## src/rtl/foc_pkg.sv

```systemverilog
// Shared types and constants for the FOC current-loop front end.
// Used by the sequencer, Park and PI stages.
package foc_pkg;

    localparam int FOC_D_WIDTH = 18;
    localparam int FOC_Q_BITS  = 15;

    // Signed D/Q sample, FOC_Q_BITS fractional bits.
    typedef logic signed [FOC_D_WIDTH-1:0] dq_t;

    typedef enum logic [2:0] {
        IDLE     = 3'd0,
        LAUNCH   = 3'd1,
        WAIT_IN  = 3'd2,
        PARK_RUN = 3'd3,
        CAPTURE  = 3'd4
    } foc_seq_state_t;

    // Bits needed for a counter that must be able to hold max_val.
    function automatic int cnt_width(input int max_val);
        return (max_val < 2) ? 1 : $clog2(max_val + 1);
    endfunction

endpackage

```

## src/rtl/sat_counter.sv

```systemverilog
// Up-counter that saturates at all-ones; clear has priority over increment.
module sat_counter #(
    parameter int WIDTH = 8
) (
    input  logic             clk,
    input  logic             rstb,
    input  logic             inc_i,
    input  logic             clr_i,
    output logic [WIDTH-1:0] cnt_o
);

    logic [WIDTH-1:0] cnt_q;

    // NOTE: registered state is written only with non-blocking assignments so
    // every flop samples pre-edge values regardless of block evaluation order.
    always_ff @(posedge clk or negedge rstb) begin
        if (!rstb) begin
            cnt_q <= '0;
        end else if (clr_i) begin
            cnt_q <= '0;
        end else if (inc_i && (cnt_q != '1)) begin
            cnt_q <= cnt_q + WIDTH'(1);
        end
    end

    assign cnt_o = cnt_q;

endmodule

```

## src/rtl/foc_park_sequencer.sv

```systemverilog
// Per-PWM-period sequencer: Clarke + CORDIC in parallel, then Park, then D/Q capture.
// Define FOC_SEQ_TIMEOUT_EN to build the input-stage stall timeout.
module foc_park_sequencer
    import foc_pkg::*;
#(
    parameter int D_WIDTH     = FOC_D_WIDTH,
    parameter int PARK_LAT    = 2,
    parameter int TIMEOUT_CYC = 64,
    parameter int OVR_WIDTH   = 8
) (
    input  logic                      clk,
    input  logic                      rstb,
    input  logic                      trig,
    output logic                      clarke_start,
    input  logic                      clarke_done,
    output logic                      cordic_start,
    input  logic                      cordic_done,
    output logic                      park_start,
    input  logic signed [D_WIDTH-1:0] park_d,
    input  logic signed [D_WIDTH-1:0] park_q,
    output logic signed [D_WIDTH-1:0] d_out,
    output logic signed [D_WIDTH-1:0] q_out,
    output logic                      dq_valid,
    output logic                      busy,
    output logic                      timeout_err,
    input  logic                      err_clr,
    output logic [OVR_WIDTH-1:0]      ovr_cnt
);

    localparam int PARK_W = cnt_width(PARK_LAT - 1);

    foc_seq_state_t            state_q;
    logic                      cl_ok_q;
    logic                      co_ok_q;
    logic                      clarke_start_q;
    logic                      cordic_start_q;
    logic                      dq_valid_q;
    logic                      busy_q;
    logic [PARK_W-1:0]         park_cnt_q;
    logic signed [D_WIDTH-1:0] d_out_q;
    logic signed [D_WIDTH-1:0] q_out_q;

    logic in_wait;
    logic cl_seen;
    logic co_seen;
    logic both_seen;
    logic park_go;
    logic timeout_hit;

    // A done arriving this very cycle counts, so park_start need not wait a cycle.
    assign in_wait   = (state_q == WAIT_IN);
    assign cl_seen   = cl_ok_q | clarke_done;
    assign co_seen   = co_ok_q | cordic_done;
    assign both_seen = cl_seen & co_seen;
    assign park_go   = in_wait & both_seen;

`ifdef FOC_SEQ_TIMEOUT_EN
    localparam int WAIT_W = cnt_width(TIMEOUT_CYC - 1);

    logic [WAIT_W-1:0] wait_cnt;
    logic              timeout_err_q;

    sat_counter #(
        .WIDTH (WAIT_W)
    ) u_wait_cnt (
        .clk   (clk),
        .rstb  (rstb),
        .inc_i (in_wait),
        .clr_i (state_q == LAUNCH),
        .cnt_o (wait_cnt)
    );

    // Fires on the TIMEOUT_CYC-th WAIT_IN cycle still missing a done.
    assign timeout_hit = in_wait & ~both_seen & (wait_cnt == WAIT_W'(TIMEOUT_CYC - 1));

    // A new stall outranks a simultaneous clear.
    always_ff @(posedge clk or negedge rstb) begin
        if (!rstb) begin
            timeout_err_q <= 1'b0;
        end else if (timeout_hit) begin
            timeout_err_q <= 1'b1;
        end else if (err_clr) begin
            timeout_err_q <= 1'b0;
        end
    end

    assign timeout_err = timeout_err_q;
`else
    assign timeout_hit = 1'b0;
    assign timeout_err = 1'b0;
`endif

    sat_counter #(
        .WIDTH (OVR_WIDTH)
    ) u_ovr_cnt (
        .clk   (clk),
        .rstb  (rstb),
        .inc_i (trig & busy_q),
        .clr_i (err_clr),
        .cnt_o (ovr_cnt)
    );

    always_ff @(posedge clk or negedge rstb) begin
        if (!rstb) begin
            state_q        <= IDLE;
            cl_ok_q        <= 1'b0;
            co_ok_q        <= 1'b0;
            clarke_start_q <= 1'b0;
            cordic_start_q <= 1'b0;
            dq_valid_q     <= 1'b0;
            busy_q         <= 1'b0;
            park_cnt_q     <= '0;
            d_out_q        <= '0;
            q_out_q        <= '0;
        end else begin
            clarke_start_q <= 1'b0;
            cordic_start_q <= 1'b0;
            dq_valid_q     <= 1'b0;
            case (state_q)
                IDLE: begin
                    if (trig) begin
                        state_q        <= LAUNCH;
                        clarke_start_q <= 1'b1;
                        cordic_start_q <= 1'b1;
                        busy_q         <= 1'b1;
                    end
                end
                LAUNCH: begin
                    cl_ok_q <= clarke_done;
                    co_ok_q <= cordic_done;
                    state_q <= WAIT_IN;
                end
                WAIT_IN: begin
                    cl_ok_q <= cl_seen;
                    co_ok_q <= co_seen;
                    if (park_go) begin
                        state_q    <= PARK_RUN;
                        park_cnt_q <= '0;
                    end else if (timeout_hit) begin
                        state_q <= IDLE;
                        busy_q  <= 1'b0;
                    end
                end
                PARK_RUN: begin
                    // Park outputs are stable by now; capturing on entry lets
                    // d_out/q_out already hold the new sample while dq_valid is high.
                    if (park_cnt_q == PARK_W'(PARK_LAT - 1)) begin
                        state_q    <= CAPTURE;
                        d_out_q    <= park_d;
                        q_out_q    <= park_q;
                        dq_valid_q <= 1'b1;
                    end else begin
                        park_cnt_q <= park_cnt_q + PARK_W'(1);
                    end
                end
                CAPTURE: begin
                    state_q <= IDLE;
                    busy_q  <= 1'b0;
                end
                default: begin
                    state_q <= IDLE;
                    busy_q  <= 1'b0;
                end
            endcase
        end
    end

    assign clarke_start = clarke_start_q;
    assign cordic_start = cordic_start_q;
    assign park_start   = park_go;
    assign dq_valid     = dq_valid_q;
    assign busy         = busy_q;
    assign d_out        = d_out_q;
    assign q_out        = q_out_q;

endmodule

```

## config.mk

```make
export PLATFORM = sky130hd
export DESIGN_NAME = foc_park_sequencer
export DESIGN_NICKNAME = d
export VERILOG_FILES = /design/src/rtl/foc_pkg.sv /design/src/rtl/sat_counter.sv /design/src/rtl/foc_park_sequencer.sv
export SDC_FILE = /design/constraint.sdc
export NUM_CORES = 1
export LEC_CHECK = 0
export BUFFER_PORTS_ARGS = -buffer_cell sky130_fd_sc_hd__buf_2
export CAP_MARGIN = 0
export CORE_ASPECT_RATIO = 0.9
export CORE_UTILIZATION = 50
export DETAILED_ROUTE_END_ITERATION = 6
export HOLD_SLACK_MARGIN = 0.06
export MAX_ROUTING_LAYER = met4
export PLACE_DENSITY = 0.83
export SLEW_MARGIN = 40
export SYNTH_ARGS = -nofsm -noshare
export SYNTH_HDL_FRONTEND = slang
export SYNTH_SLANG_ARGS = --single-unit
```

## constraint.sdc

```tcl
create_clock -name clk -period 4.8 [get_ports clk]
set_clock_uncertainty 0.05 [all_clocks]
set_input_delay 0.24 -clock clk [delete_from_list [all_inputs] [get_ports clk]]
set_output_delay 0.24 -clock clk [all_outputs]
set_load 0.01 [all_outputs]
```

==> metrics.md, run 1 <==
| Metric | Value |
|---|---|
| Synth warn | 0 |
| 1st-iter DRT viols | 51 |
| Vert. Die Dim | 64.6 um |
| Core box area | 4130 um2 |
| Cell Count, Final, Fillers Out | 294 |
| Net Count, Synth | 197 |
| Distinct cells, synth | 33 |
| Clk_lat worst skew | 0.30 ns |
| Post-CTS Resized | 0 |
| CTS tree | done |
| Initial antenna violation count | 0 |
| R2r startpoint | state_q[1]$_DFFE_PN0P_ |
| Cell Int Power | 1.18 mW |
| Seq/Total Area, Yosys | 60.9% |
| Register area | 1330 um2 |
| Crit Path Class | reg2reg |
| Total die area | 4620 um2 |
| Switching Power | 0.556 mW |
| Worst IR drop on VDD | 253 uV |
| DP Cell Count | 285 |
| Combinational fraction of design power | 38.7% |
| Max transition margin | 57.6% |
| R2R setup slack | 2.68 ns |
| Unrepaired setup endpoints after global routing | false |
| P&R area growth vs syn | 26.8% |
| Crit-path max FO | 27 |
| Io pins | 92 |
| Main synth FF type | dfrtp_1 |
| Crit path launch type | register |
| Final hold violations | 0 |
| Average size of a mapped cell | 14.1 um2 |
| Hold path depth | 2 |
| Number of global-route vias before repair | 1362 |
| Multi-input logic area | 771 um2 |
| Vias | 1525 |
| Worst Tran Pin Value | 0.635 ns |
| Maximum clock rate | 471 MHz |
| Total gr overflow | 0 |
| EDFF count, synth | 0 |
| Ant. Diodes | 0 |
| Ranking of synthesized cells by area | dfrtp_1, mux2_2, buf_6, nor2_1, xnor2_1 |
| WP data arrival | 2.26 ns |
| I/O Buffers | 90 |
| Layout cells sized above 1 | 56.9% |
| Clock root cell | clkbuf_8 |
| Clock share of power | 17.8% |
| Die width | 71.6 um |
| Post-Syn Instances | 154 |
| Num CTS Buffers | 5 |
| DRC viols | 0 |
| Row Count | 22 |
| Hold crit path type | in2reg |
| # fillers | 320 |
| Clk sinks | 53 |
| Final setup TNS | 0 ns |
| First-pass GRT wire length | 6.47 mm |
| Setup-failing EPs final | 0 |
| MaxCap Viol Count | 0 |
| Synth top cells by count | dfrtp_1, mux2_2, nor2_1 |
| Min Clock Period, post-route | 2.12 ns |
| Routability cong. | 0.769 |
| Hold path startpoint | park_d[9] |
| Hold WS | 0.111 ns |
| Starting Density | 52.7% |
| R2R Path End | q_out[15]$_DFFE_PN0P_ |
| Reg clk slew, reported paths | 0.09 ns |
| Hold EP | d_out[9]$_DFFE_PN0P_ |
| H-tree depth reported by CTS | 2 |
| Pin count of the biggest net entering global routing | 54 |
| Dpl hpwl | 2.84 mm |
| Leakage dissipation | 1.36 nW |
| Part of the power in registers | 43.5% |
| Synth top area share | 60.9% |
| Most common cell in the netlist | dfrtp_1 |
| Cell area power density | 628 nW/um2 |
| First-pass DRT Iterations | 4 |
| Worst Setup End Kind | register |
| Worst Setup SP | state_q[1]$_DFFE_PN0P_ |
| DR vias/cell | 5.19 |
| Final Slew Violations | 0 |
| Data required, critical path | 4.94 ns |
| GRT Resource Usage Total | 18.9% |
| Synth area leader | dfrtp_1 |
| Cells on worst reg2reg path | 4 |
| Run status | completed |
| Final nets | 288 |
| Switching Fraction | 32.1% |
| Synth async-reset ratio | 100% |
| ANT nets after route | 0 |
| Deepest clock path buffer count | 2 |
| Seq cells post-synth | 53 |
| Crit share post-route | 44.2% |
| Post-synthesis cell area | 2180 um2 |
| Post-detailed-routing wire length | 3.93 mm |
| Wire per inst | 13.4 um |
-- placed cells by master (no fill, tap or decap), drive strengths merged, types with 2 or more instances in the layout --
master / n
a21oi: 3
xnor2: 4
nor2: 11
dfrtp: 53
and3: 3
buf: 92
a22o: 3
mux2i: 2
nand2: 6
or4: 2
clkbuf: 6
mux2: 36
o31ai: 2
inv: 2
nor4b: 2
nand3: 2
o22a: 2
-- worst max path at each step --
stage / depth (start not counted) / slack [ns] / to
global placement: 4 / 2.71 / q_out[5]$_DFFE_PN0P_
detailed placement: 4 / 2.65 / q_out[15]$_DFFE_PN0P_
global route: 4 / 2.52 / q_out[5]$_DFFE_PN0P_
floorplan: 5 / 3.02 / u_ovr_cnt.cnt_o[5]$_DFFE_PN0P_
finish: 4 / 2.68 / q_out[15]$_DFFE_PN0P_
CTS: 4 / 2.66 / q_out[5]$_DFFE_PN0P_
-- worst max-delay path, cell delays in order, from the launching register on --
cell     delay [ns]
dfrtp_1        0.50
nor2b_4        0.22
and3_1         0.45
buf_4          0.41
mux2_2         0.38
-- power by group through the flow --
stage	sequential, mW	clock [mW]	combinational (mW)
floorplan	0.828	0	0.384
finish	0.753	0.309	0.671
global route	0.782	0.338	0.736
CTS	0.755	0.318	0.681
global placement	0.758	0	0.657
detailed placement	0.764	0	0.681
-- sequential cells by signal (all words and copies together), names as in the netlist --
signal / cells
cl_ok_q: 1
state_q: 3
d_out: 18
u_ovr_cnt.cnt_o: 8
co_ok_q: 1
q_out: 18
busy: 1
cordic_start: 1
park_cnt_q: 1
dq_valid: 1
-- per-layer routing --
metal	part of all wire, %	GRT usage, %	vias up
met5	0	-	-
met2	46	28.8	66
met3	9.4	8.40	8
met4	1.6	6.62	0
li1	-	-	728
met1	43	22.6	723
-- stage by stage --
stage / util, % / setup slack, ns / instance area, um2 / power [mW]
6_report: 66.8 / 2.68 / 2760 / 1.73
5_1_grt: 66.8 / 2.52 / 2760 / 1.86
4_1_cts: 66.8 / 2.66 / 2760 / 1.75
3_5_place_dp: 63.7 / 2.65 / 2630 / 1.45
3_3_place_gp: 63.7 / 2.71 / 2630 / 1.42
2_1_floorplan: - / 3.02 / 2180 / 1.21
-- final cells by class --
class | count | share of cell area [%]
clock buffers | 6 | 2.99
clock inverters | 2 | 1.36
inverters | 2 | 0.272
multi-input cells | 90 | 27.9
flip-flops and latches | 53 | 48.1
well taps | 48 | 2.18
repair buffers | 93 | 17.2
-- repair_timing --
action / in CTS / in global routing
hold buffers: 1 / 0
endpoints found under the hold margin: 53 / 0
setup buffers: 0 / 0
-- cells by family (layout without fill, tap and decap cells) --
| group | count (synthesis) | in the layout | synth area share [%] |
|---|---|---|---|
| AOI/OAI and AO/OA | 16 | 16 | 5.69 |
| buffers and inverters | 11 | 103 | 3.68 |
| other | 1 | 1 | 0.172 |
| xor gates and xnor gates | 5 | 5 | 2.01 |
| DFF | 53 | 53 | 60.9 |
| adders and majority gates | 1 | 1 | 0.575 |
| muxes | 38 | 38 | 19.5 |
| and+or+nand+nor | 29 | 29 | 7.41 |
Power figures use the tool's default switching activity.
==> run 2: changes to the inputs <==
Settings changed: ABC_AREA set to 1, CORE_UTILIZATION 50 to 48, PLACE_DENSITY 0.83 to 0.79.
Clock period 4.8 ns to 2.15 ns, I/O delays scaled along.
==> run 2 against run 1 <==
Cell count is 58% higher. Critical path type is now in2out. Sequential cell count unchanged. Die area up 8.9%. Via count is 42% higher. Global-route usage grew 4.4 points. Total power up 120%.
==> metrics.md, run 2 <==
| Metric | Value |
|---|---|
| Io pins | 92 |
| Main synth FF type | dfrtp_1 |
| Vias | 2171 |
| Post-synthesis cell area | 2280 um2 |
| GRT Resource Usage Total | 23.4% |
| I/O Buffers | 90 |
| Num CTS Buffers | 5 |
| Final hold violations | 0 |
| Number of global-route vias before repair | 1950 |
| R2r startpoint | u_ovr_cnt.cnt_o[0]$_DFFE_PN0P_ |
| Most frequent cells in the layout | nand2_1, buf_2, dfrtp_1, dlygate4sd3_1, inv_1 |
| Max transition margin | 60.6% |
| Dpl hpwl | 3.33 mm |
| R2R setup slack | 0.68 ns |
| WP data arrival | 1.34 ns |
| Seq/Total Area, Yosys | 58.1% |
| Layout cells sized above 1 | 27.1% |
| Initial antenna violation count | 0 |
| Crit-path max FO | 4 |
| Worst IR drop on VDD | 769 uV |
| First-pass DRT Iterations | 4 |
| Setup-failing EPs final | 0 |
| EDFF count, synth | 0 |
| ANT nets after route | 0 |
| Unrepaired setup endpoints after global routing | false |
| Ranking of synthesized cells by area | dfrtp_1, nand2_1, nand3_1, buf_6, inv_1 |
| Average size of a mapped cell | 8.48 um2 |
| Clk sinks | 53 |
| Worst setup margin | 0.654 ns |
| Core box area | 4520 um2 |
| P&R area growth vs syn | 42.1% |
| Wire per inst | 11.7 um |
| Synth top area share | 58.1% |
| Most common cell after layout, fill and taps aside | nand2_1 |
| Most common cell in the netlist | nand2_1 |
| Row Count | 23 |
| Worst Setup End Kind | output pin |
| DR vias/cell | 4.68 |
| Hold crit path type | in2async |
| Ant. Diodes | 0 |
| R2R Path End | u_ovr_cnt.cnt_o[4]$_DFFE_PN0P_ |
| Final setup TNS | 0 ns |
| Synth async-reset ratio | 100% |
| Post-detailed-routing wire length | 5.44 mm |
| Synth warn | 0 |
| Crit Path Class | in2out |
| Routability cong. | 0.855 |
| DRC viols | 0 |
| MaxCap Viol Count | 0 |
| First-pass GRT wire length | 8.46 mm |
| Setup bufs post-CTS | 0 |
| Distinct cells, synth | 23 |
| Clock root cell | clkbuf_8 |
| Worst Tran Pin Value | 0.590 ns |
| Final nets | 444 |
| Min Clock Period, post-route | 1.50 ns |
| Deepest clock path buffer count | 2 |
| Total gr overflow | 0 |
| 1st-iter DRT viols | 114 |
| Leakage dissipation | 1.88 nW |
| Post-Syn Instances | 269 |
| Data required, critical path | 1.99 ns |
| Run status | completed |
| Pin count of the biggest net entering global routing | 39 |
| Seq cells post-synth | 53 |
| Clk_lat worst skew | 0.30 ns |
| Pre-CTS WS | 0.692 ns |
| Synth top cells by count | nand2_1, dfrtp_1, inv_1 |
| Cells on worst reg2reg path | 8 |
| Net Count, Synth | 312 |
| CTS tree | done |
| Post-CTS Resized | 0 |
| Final Slew Violations | 0 |
| Cell area power density | 1160 nW/um2 |
| Crit share post-route | 69.6% |
| H-tree depth reported by CTS | 2 |
| Starting Density | 50.5% |
| Maximum clock rate | 669 MHz |
| Crit path launch type | input port |
| Synth area leader | dfrtp_1 |
| Reg clk slew, reported paths | 0.09 ns |
| Post-CTS Hold Fix Bufs | 41 |
| Die width | 74.7 um |
| Vert. Die Dim | 67.4 um |
| Total die area | 5030 um2 |
## run 2: cell types whose count changed after synthesis, sizes merged, moves of 4 or more
cell   previous run  this run
xnor2             4         0
nand2             6       141
o21ai             1         5
nand3             2        14
mux2             36         0
nor2             11        15
inv               2        19
## run 2: metrics by stage
stage / hold WS, ns / util, % / power [mW] / cell area [um2] / instances
after floorplan: -0.238 / - / 2.64 / 2280 / 269
after global placement: 0.205 / 60.7 / 3.11 / 2740 / 415
after detailed placement: 0.0521 / 60.7 / 3.17 / 2740 / 415
after CTS: 0.270 / 71.7 / 3.77 / 3240 / 464
after global routing: 0.292 / 71.7 / 4.09 / 3240 / 464
final: 0.255 / 71.7 / 3.77 / 3240 / 464
## run 2: layer usage
metal | share of wire, % | wire, um | up-vias | global-route usage (%)
met5 | 0 | 0 | - | -
met4 | 1.5 | 80 | 0 | 7.08
met3 | 5.4 | 294 | 8 | 5.67
met2 | 48 | 2590 | 83 | 37.6
met1 | 45 | 2470 | 1004 | 29.4
li1 | - | - | 1076 | -
## run 2: worst max path at each step
stage,start,slack (ns),to
2_1_floorplan,u_ovr_cnt.cnt_o[0]$_DFFE_PN0P_,0.79,u_ovr_cnt.cnt_o[3]$_DFFE_PN0P_
3_3_place_gp,u_ovr_cnt.cnt_o[0]$_DFFE_PN0P_,0.74,u_ovr_cnt.cnt_o[6]$_DFFE_PN0P_
3_5_place_dp,u_ovr_cnt.cnt_o[0]$_DFFE_PN0P_,0.69,u_ovr_cnt.cnt_o[1]$_DFFE_PN0P_
4_1_cts,u_ovr_cnt.cnt_o[0]$_DFFE_PN0P_,0.67,u_ovr_cnt.cnt_o[1]$_DFFE_PN0P_
5_1_grt,state_q[2]$_DFFE_PN0P_,0.53,q_out[9]$_DFFE_PN0P_
6_report,clarke_done,0.65,park_start
## run 2: cells by family after synthesis
kind of cell	Yosys count	synth area share, %
buffers and inverters	29	7.24
AOI/OAI and AO/OA	10	2.69
other	1	0.164
xor gates and xnor gates	2	0.768
adders and majority gates	1	0.548
DFF	53	58.1
and+or+nand+nor	173	30.4
## run 2: final cells by class
class | count | area (um2)
fillers | 340 | 1280
clock inverters | 2 | 13.8
inverters | 20 | 75.1
multi-input cells | 187 | 790
clock buffers | 6 | 72.6
flip-flops and latches | 53 | 1330
repair buffers | 134 | 886
well taps | 62 | 77.6
## run 2: worst max-delay path, cell delays in order
cell	delay [ns]
dlygate4sd3_1	0.53
buf_2	0.12
o21ai_0	0.36
nor2_1	0.07
buf_2	0.15
## run 2: power by group
group	leakage, nW	switching [mW]	internal (mW)
logic	1.17	0.914	0.633
clock network	0.0456	0.313	0.233
registers	0.662	0.255	1.43
